$ cat config.mk
export PLATFORM = sky130hd
export DESIGN_NAME = alu_md_unit
export DESIGN_NICKNAME = d
export VERILOG_FILES = /design/src/rtl/alu_md_unit_pkg.sv /design/src/rtl/alu_md_unit_md_iter.sv /design/src/rtl/alu_md_unit.sv
export SDC_FILE = /design/constraint.sdc
export NUM_CORES = 1
export LEC_CHECK = 0
export ABC_AREA = 1
export CAP_MARGIN = 30
export CORE_ASPECT_RATIO = 0.5
export CORE_UTILIZATION = 25
export DETAILED_ROUTE_END_ITERATION = 16
export GPL_ROUTABILITY_DRIVEN = 1
export PLACE_DENSITY = 0.44
export SYNTH_ARGS = -nofsm -noshare
export SYNTH_HDL_FRONTEND = slang
export SYNTH_SLANG_ARGS = --single-unit
$ cat constraint.sdc
create_clock -name clk -period 5.4 [get_ports clk]
set_input_delay 1.08 -clock clk [delete_from_list [all_inputs] [get_ports clk]]
set_output_delay 1.08 -clock clk [all_outputs]
set_load 0.05 [all_outputs]
$ cat src/rtl/alu_md_unit_pkg.sv
// Shared constants for the ALU / multiply-divide execution unit.
//   ALU_OP_W  : width of the internal opcode field
//   ZERO_TAG  : ROB tag value meaning "no result"
//   alu_op_e  : internal opcodes (NOP, simple ALU ops, iterative MUL/DIV ops)
//   state_e   : issue/result FSM states of alu_md_unit
//   is_md_op / is_div_op : opcode class helpers
package alu_md_unit_pkg;

  localparam int ALU_OP_W = 6;
  localparam int ZERO_TAG = 0;

  typedef enum logic [ALU_OP_W-1:0] {
    OP_NOP    = 6'd0,
    OP_ADD    = 6'd1,
    OP_SUB    = 6'd2,
    OP_AND    = 6'd3,
    OP_OR     = 6'd4,
    OP_XOR    = 6'd5,
    OP_SLL    = 6'd6,
    OP_SRL    = 6'd7,
    OP_SRA    = 6'd8,
    OP_SLT    = 6'd9,
    OP_SLTU   = 6'd10,
    OP_LUI    = 6'd11,
    OP_AUIPC  = 6'd12,
    OP_JAL    = 6'd13,
    OP_JALR   = 6'd14,
    OP_MUL    = 6'd15,
    OP_MULH   = 6'd16,
    OP_MULHSU = 6'd17,
    OP_MULHU  = 6'd18,
    OP_DIV    = 6'd19,
    OP_DIVU   = 6'd20,
    OP_REM    = 6'd21,
    OP_REMU   = 6'd22
  } alu_op_e;

  typedef enum logic [1:0] {
    ST_IDLE = 2'd0,
    ST_BUSY = 2'd1,
    ST_DONE = 2'd2
  } state_e;

  function automatic logic is_md_op(input logic [ALU_OP_W-1:0] op);
    return (op >= OP_MUL) && (op <= OP_REMU);
  endfunction

  function automatic logic is_div_op(input logic [ALU_OP_W-1:0] op);
    return (op >= OP_DIV) && (op <= OP_REMU);
  endfunction

endpackage

$ cat src/rtl/alu_md_unit_md_iter.sv
// Iterative multiply / divide datapath: one bit per enabled cycle, XLEN
// iterations per operation. Signed variants run on operand magnitudes and
// apply the sign afterwards.
//   clk, rst (async, active-low) : clock / reset
//   en     : global run enable, low freezes everything
//   clear  : abandon the current operation (sampled when en)
//   start  : load op/a/b and begin iterating (sampled when en)
//   op     : MUL/MULH/MULHSU/MULHU/DIV/DIVU/REM/REMU
//   a, b   : operands (a = multiplicand/dividend, b = multiplier/divisor)
//   busy   : iterating
//   done   : final iteration happens on this cycle's edge (when en)
//   result : final value, stable from the cycle after done until next start
module md_iter
  import alu_md_unit_pkg::*;
#(
  parameter int XLEN = 32
) (
  input  logic                clk,
  input  logic                rst,
  input  logic                en,
  input  logic                clear,
  input  logic                start,
  input  logic [ALU_OP_W-1:0] op,
  input  logic [XLEN-1:0]     a,
  input  logic [XLEN-1:0]     b,
  output logic                busy,
  output logic                done,
  output logic [XLEN-1:0]     result
);

  localparam int CNT_W = $clog2(XLEN);

  // hi:lo is the product for multiplies; hi = partial remainder and
  // lo = dividend shifting out / quotient shifting in for divides.
  logic [XLEN-1:0]  hi, lo, opb;
  logic [CNT_W-1:0] cnt;
  logic             is_div, is_rem, res_hi, neg_q, neg_r, div0;

  logic             sa, sb, a_neg, b_neg;
  logic [XLEN-1:0]  a_mag, b_mag;
  logic [XLEN:0]    sum, shifted;
  logic [XLEN-1:0]  diff, hi_nx, lo_nx;
  logic             ge;
  logic [2*XLEN-1:0] prod;
  logic [XLEN-1:0]  quo, rem;

  function automatic logic [XLEN-1:0] neg_if(input logic [XLEN-1:0] x, input logic n);
    return n ? (~x + XLEN'(1)) : x;
  endfunction

  function automatic logic [2*XLEN-1:0] neg_if_wide(input logic [2*XLEN-1:0] x, input logic n);
    return n ? (~x + (2*XLEN)'(1)) : x;
  endfunction

  // Operand decode at start
  always_comb begin
    sa    = (op == OP_MULH) | (op == OP_MULHSU) | (op == OP_DIV) | (op == OP_REM);
    sb    = (op == OP_MULH) | (op == OP_DIV) | (op == OP_REM);
    a_neg = sa & a[XLEN-1];
    b_neg = sb & b[XLEN-1];
    a_mag = neg_if(a, a_neg);
    b_mag = neg_if(b, b_neg);
  end

  // One iteration: shift-add for multiply, restoring step for divide
  always_comb begin
    sum     = {1'b0, hi} + {1'b0, (lo[0] ? opb : '0)};
    shifted = {hi, lo[XLEN-1]};
    ge      = shifted >= {1'b0, opb};
    diff    = shifted[XLEN-1:0] - opb;
    if (is_div) begin
      hi_nx = ge ? diff : shifted[XLEN-1:0];
      lo_nx = {lo[XLEN-2:0], ge};
    end else begin
      hi_nx = sum[XLEN:1];
      lo_nx = {sum[0], lo[XLEN-1:1]};
    end
  end

  assign done = busy & (cnt == CNT_W'(XLEN-1));

  always_ff @(posedge clk or negedge rst) begin
    if (!rst) begin
      busy   <= 1'b0;
      cnt    <= '0;
      hi     <= '0;
      lo     <= '0;
      opb    <= '0;
      is_div <= 1'b0;
      is_rem <= 1'b0;
      res_hi <= 1'b0;
      neg_q  <= 1'b0;
      neg_r  <= 1'b0;
      div0   <= 1'b0;
    end else if (en) begin
      if (clear) begin
        busy   <= 1'b0;
        cnt    <= '0;
        hi     <= '0;
        lo     <= '0;
        opb    <= '0;
        is_div <= 1'b0;
        is_rem <= 1'b0;
        res_hi <= 1'b0;
        neg_q  <= 1'b0;
        neg_r  <= 1'b0;
        div0   <= 1'b0;
      end else if (start) begin
        busy   <= 1'b1;
        cnt    <= '0;
        hi     <= '0;
        lo     <= a_mag;
        opb    <= b_mag;
        is_div <= is_div_op(op);
        is_rem <= (op == OP_REM) | (op == OP_REMU);
        res_hi <= (op == OP_MULH) | (op == OP_MULHSU) | (op == OP_MULHU);
        neg_q  <= a_neg ^ b_neg;
        neg_r  <= a_neg;
        div0   <= (b == '0);
      end else if (busy) begin
        hi  <= hi_nx;
        lo  <= lo_nx;
        cnt <= cnt + CNT_W'(1);
        if (done) busy <= 1'b0;
      end
    end
  end

  // Sign fix-up; divide by zero forces an all-ones quotient regardless of
  // operand signs, and the remainder naturally equals the dividend.
  always_comb begin
    prod = neg_if_wide({hi, lo}, neg_q);
    quo  = div0 ? '1 : neg_if(lo, neg_q);
    rem  = neg_if(hi, neg_r);
    if (is_div) result = is_rem ? rem : quo;
    else        result = res_hi ? prod[2*XLEN-1:XLEN] : prod[XLEN-1:0];
  end

endmodule

$ cat src/rtl/alu_md_unit.sv
// Integer execution unit: single-cycle simple ALU ops plus an iterative
// multiply/divide engine, with a one-entry result buffer toward the CDB.
//   clk, rst (async, active-low), rdy (global freeze), clear (ROB flush)
//   in_valid/in_ready/in_op/in_value1/in_value2/in_imm/in_pc/in_src2_imm/
//   in_rob_tag : issue interface from the reservation station
//   out_valid/out_ready/out_rob_tag/out_value : result interface to the CDB
//   (tag and value read as zero whenever out_valid is low)
module alu_md_unit
  import alu_md_unit_pkg::*;
#(
  parameter int XLEN  = 32,
  parameter int TAG_W = 4,
  parameter int OP_W  = ALU_OP_W
) (
  input  logic             clk,
  input  logic             rst,
  input  logic             rdy,
  input  logic             clear,
  input  logic             in_valid,
  output logic             in_ready,
  input  logic [OP_W-1:0]  in_op,
  input  logic [XLEN-1:0]  in_value1,
  input  logic [XLEN-1:0]  in_value2,
  input  logic [XLEN-1:0]  in_imm,
  input  logic [XLEN-1:0]  in_pc,
  input  logic             in_src2_imm,
  input  logic [TAG_W-1:0] in_rob_tag,
  output logic             out_valid,
  input  logic             out_ready,
  output logic [TAG_W-1:0] out_rob_tag,
  output logic [XLEN-1:0]  out_value
);

  localparam int SH_W = $clog2(XLEN);

  state_e              state, state_nx;
  logic [ALU_OP_W-1:0] op;
  logic [XLEN-1:0]     opb, alu_res, md_result;
  logic [SH_W-1:0]     shamt;
  logic                consume, accept, is_md, load_simple, start_md;
  logic                md_busy, md_done;

  logic [XLEN-1:0]     value_p1;
  logic [TAG_W-1:0]    tag_p1;
  logic                sel_md_p1, vld_p1;

  assign op    = ALU_OP_W'(in_op);
  assign opb   = in_src2_imm ? in_imm : in_value2;
  assign shamt = opb[SH_W-1:0];

  // Stage p0: simple-op datapath
  always_comb begin
    case (op)
      OP_ADD:   alu_res = in_value1 + opb;
      OP_SUB:   alu_res = in_value1 - opb;
      OP_AND:   alu_res = in_value1 & opb;
      OP_OR:    alu_res = in_value1 | opb;
      OP_XOR:   alu_res = in_value1 ^ opb;
      OP_SLL:   alu_res = in_value1 << shamt;
      OP_SRL:   alu_res = in_value1 >> shamt;
      OP_SRA:   alu_res = $unsigned($signed(in_value1) >>> shamt);
      OP_SLT:   alu_res = {{(XLEN-1){1'b0}}, ($signed(in_value1) < $signed(opb))};
      OP_SLTU:  alu_res = {{(XLEN-1){1'b0}}, (in_value1 < opb)};
      OP_LUI:   alu_res = in_imm;
      OP_AUIPC: alu_res = in_pc + in_imm;
      OP_JAL,
      OP_JALR:  alu_res = in_pc + XLEN'(4);
      default:  alu_res = '0;
    endcase
  end

  // Handshake and next-state
  always_comb begin
    state_nx    = state;
    consume     = (state == ST_DONE) & out_ready;
    in_ready    = rdy & ~clear & ((state == ST_IDLE) | consume);
    accept      = in_ready & in_valid & (op != OP_NOP);
    is_md       = is_md_op(op);
    load_simple = accept & ~is_md;
    start_md    = accept & is_md;
    if (clear) begin
      state_nx = ST_IDLE;
    end else begin
      case (state)
        ST_IDLE, ST_DONE: begin
          if (accept) begin
            if (is_md) state_nx = ST_BUSY;
            else       state_nx = ST_DONE;
          end else if (state == ST_DONE && out_ready) begin
            state_nx = ST_IDLE;
          end
        end
        ST_BUSY: begin
          if (md_done)       state_nx = ST_DONE;
          else if (!md_busy) state_nx = ST_IDLE;  // engine lost its op: recover
        end
        default: state_nx = ST_IDLE;
      endcase
    end
  end

  md_iter #(
    .XLEN (XLEN)
  ) u_md_iter (
    .clk    (clk),
    .rst    (rst),
    .en     (rdy),
    .clear  (rdy & clear),
    .start  (start_md),
    .op     (op),
    .a      (in_value1),
    .b      (opb),
    .busy   (md_busy),
    .done   (md_done),
    .result (md_result)
  );

  // Stage p1: result buffer
  always_ff @(posedge clk or negedge rst) begin
    if (!rst) begin
      state     <= ST_IDLE;
      tag_p1    <= TAG_W'(ZERO_TAG);
      value_p1  <= '0;
      sel_md_p1 <= 1'b0;
    end else if (rdy) begin
      state <= state_nx;
      if (accept) begin
        tag_p1    <= in_rob_tag;
        sel_md_p1 <= is_md;
      end
      if (load_simple) value_p1 <= alu_res;
    end
  end

  assign vld_p1      = (state == ST_DONE);
  assign out_valid   = vld_p1;
  assign out_rob_tag = vld_p1 ? tag_p1 : TAG_W'(ZERO_TAG);
  assign out_value   = vld_p1 ? (sel_md_p1 ? md_result : value_p1) : '0;

endmodule

==> impl_metrics.toml <==
[cells_and_area]
area_delta_synth_final_pct = 15.6
layout_common_cells = "nand2_1 (1912), nand3_1 (786), inv_1 (733)"
final_common_cell = "nand2_1"
drive_gt1_share_pct = 5.28
nets = 6449
fin_area_um2 = 36200

[die]
fp.dieW_um = 502
rows = 91
die_h_um = 252
io_pins = 183
core_um2 = 124000
die-area_um2 = 127000
start_util_pct = 25.3

[clock_network]
htreeDepth = 4
tritoncts = "done"
ctsHoldBuffers = 0
numCtsBuffers = 17
worst_skew_pair.late_latency_ps = 520
cts_setup_buffers = 0
cts_sinks = 147
cts.path.max_buffers = 2
path_clk_slew_ps = 80
clock-root-buffer = "clkbuf_16"

[routing]
wl_met2_um = 82200
drt_iter0_drc = 5862
vias = 41800
wl_met3_um = 19200
viasPerCell = 5.38
drc_errors = 0
wl_per_cell_um = 26.0
drt_pass1_iterations = 9
top_layer = "met5"
antenna_left = 0
postRouteWirelength_um = 202000
wl_met1_um = 91300

[worst_hold_path]
holdPathStages = 2
hp-class = "register to register"

[setup_path]
cp_num_buf_inv = 3
critPathTopFamily = "buffers and inverters"
worstRegToRegCells = 19
end_kind = "output pin"
cp_slowest_cell = "clkdlybuf4s50_1"
crit_type = "register to output pin"
cp_data_required_time_ps = 4320
cpPeakStageDelay_ps = 820
cp_max_fo = 9
crit_cells = 13
path_cells = "clkinvlp_4 > ha_1 > nand2_1 > nor2_1 > inv_1 > nor2_1 > nand2_1 > o21ai_0 > or2_2 > nand3_1 > nand3_1 > a21oi_1 > clkdlybuf4s50_1"
r2r_slack_ps = 1540
start_kind = "register"
crit_arrival_ps = 4140

[synthesis]
synth.area.top_cells = "nand2_1 (23%), nand3_1 (13%), dfrtp_1 (12%)"
synth_edf_count = 0
yosysTopAreaCell = "nand2_1"
synth_cells = 5928
async_reset_ff_share_pct = 100
syn_avg_cell_area_um2 = 5.28
yosysSeqAreaShare_pct = 11.8
yosys.area.top_type_share_pct = 22.9
netlist_area_um2 = 31300
yosysWarnings = 0
synth-seq-cells = 147
synth_fp_nets = 6291
ys_types = 59
synthFlopType = "dfrtp_1"

[sta]
hold_viol = 0
rsz0062_at_grt = "no"
setup_violations = 0
period_share_pct = 96.6
tns_ps = 0
finalClockSkew_ps = 23.9
final_max_slew_viol_count = 0
slew_headroom_pct = 26.9
worstMarginPinSlew_ps = 1090
post-route-min-period_ps = 5220
fmax_mhz = 192

[global_routing]
antenna_found_initial = 9
grt_pass1_wl_um = 285000
grt_max_degree = 120
grt_usage_pct = 31.2
grt-ovfl-total = 0
grt_pass1_vias = 38500

[power]
p_total_w = 0.00649
p_leak_nw = 18.7
power_density_nw_per_um2 = 179
ir_drop_mv = 0.274

[run_status]
outcome = "complete, no violations"

[placement]
dp_hpwl_um = 169000
gp_congestion = 1.05
io_buffers = 182
dpl_cell_area_um2 = 35600

[run]
maxCapViolCount = 0
==> final timing paths <==
| path | from | end |
|---|---|---|
| setup / recovery | u_md_iter.hi[0] | out_value[12] |
| hold / removal | u_md_iter.lo[1] | u_md_iter.lo[1] |
| setup reg to reg | u_md_iter.lo[0] | u_md_iter.hi[31] |
| hold reg to reg | u_md_iter.lo[1] | u_md_iter.lo[1] |
| max in group asynchronous | rst | u_md_iter.neg_q |
| min in group asynchronous | rst | u_md_iter.lo[2] |
==> cells in the mapped netlist (all sizes together), types with 9 or more instances <==
cell type	instances
xor2	79
clkbuf	109
nand4	73
buf	103
o211ai	34
ha	213
dfrtp	147
nor4	11
nand3b	19
nand2	1929
o21a	9
clkinv	11
nand3	786
nor3	87
o22ai	64
or2	26
a31oi	13
inv	753
o21ai	422
nor2	619
a21o	10
o21bai	28
a21oi	323
==> worst register-to-register path, stage by stage (launching register included) <==
cell and delay (ps):
dfrtp_1 340, buf_4 390, nand2_1 110, inv_1 70, ha_1 290, inv_1 90, fa_1 430, inv_1 110
nand2_1 70, o21ai_0 430, a21oi_1 190, o21ai_0 510, nand3_1 240, nand2_1 150, nand2_1 50, nand2_1 70
nand2_1 50, inv_1 80, nand2_1 60, nand2_1 50
==> cell families (layout without fill, tap and decap cells) <==
family / count (synthesis) / after routing / share of synthesized area [%]
compound gates: 940 / 940 / 16.8
xor+xnor: 83 / 83 / 2.32
fa+ha+maj: 218 / 218 / 8.84
buf+inv: 976 / 1147 / 12.3
flops: 147 / 147 / 11.8
other cells: 0 / 4 / 0
simple gates: 3564 / 3564 / 48.0
==> flip-flops by register name, indices dropped and copies added, names as in the netlist <==
register / flops
tag_p1: 4
sel_md_p1: 1
u_md_iter.is_rem: 1
u_md_iter.neg_r: 1
u_md_iter.neg_q: 1
u_md_iter.lo: 32
value_p1: 32
u_md_iter.opb: 32
u_md_iter.hi: 32
u_md_iter.res_hi: 1
u_md_iter.div0: 1
u_md_iter.is_div: 1
u_md_iter.cnt: 5
u_md_iter.busy: 1
state: 2
==> cell type report <==
class / instances / area (um2)
clock buffer: 18 / 439
timing repair buffer: 351 / 3160
sequential: 147 / 3680
tap: 1674 / 2090
clock inverter: 14 / 143
multi-input combinational: 4805 / 23800
fill: 14500 / 87500
antenna: 4 / 10.0
inverter: 764 / 2870
==> metrics by stage <==
step / hold slack (ps) / std cells / util [%] / worst slack, ps
detailed placement: 480 / 7741 / 28.8 / 551
CTS: 499 / 7773 / 29.2 / 76.0
global placement: 483 / 7741 / 28.8 / 461
global route: 517 / 7773 / 29.3 / 8.85
floorplan: 444 / 5928 / - / 1700
finish: 499 / 7777 / 29.3 / 184
==> metal layers <==
metal,track usage (%),vias to the layer above
met4,13.9,10
met3,5.47,332
met5,0,-
met1,44.5,19800
met2,45.2,2134
li1,-,19600
==> power by group <==
group	internal (W)	switching [W]
Clock	0.000658	0.000615
Sequential	0.00120	0.000149
Combinational	0.00107	0.00280
==> timing repair <==
item,in CTS,in global routing
gates resized for setup,0,7
setup endpoints to repair,0,10
hold endpoints to repair,0,0
Power figures use the tool's default switching activity.
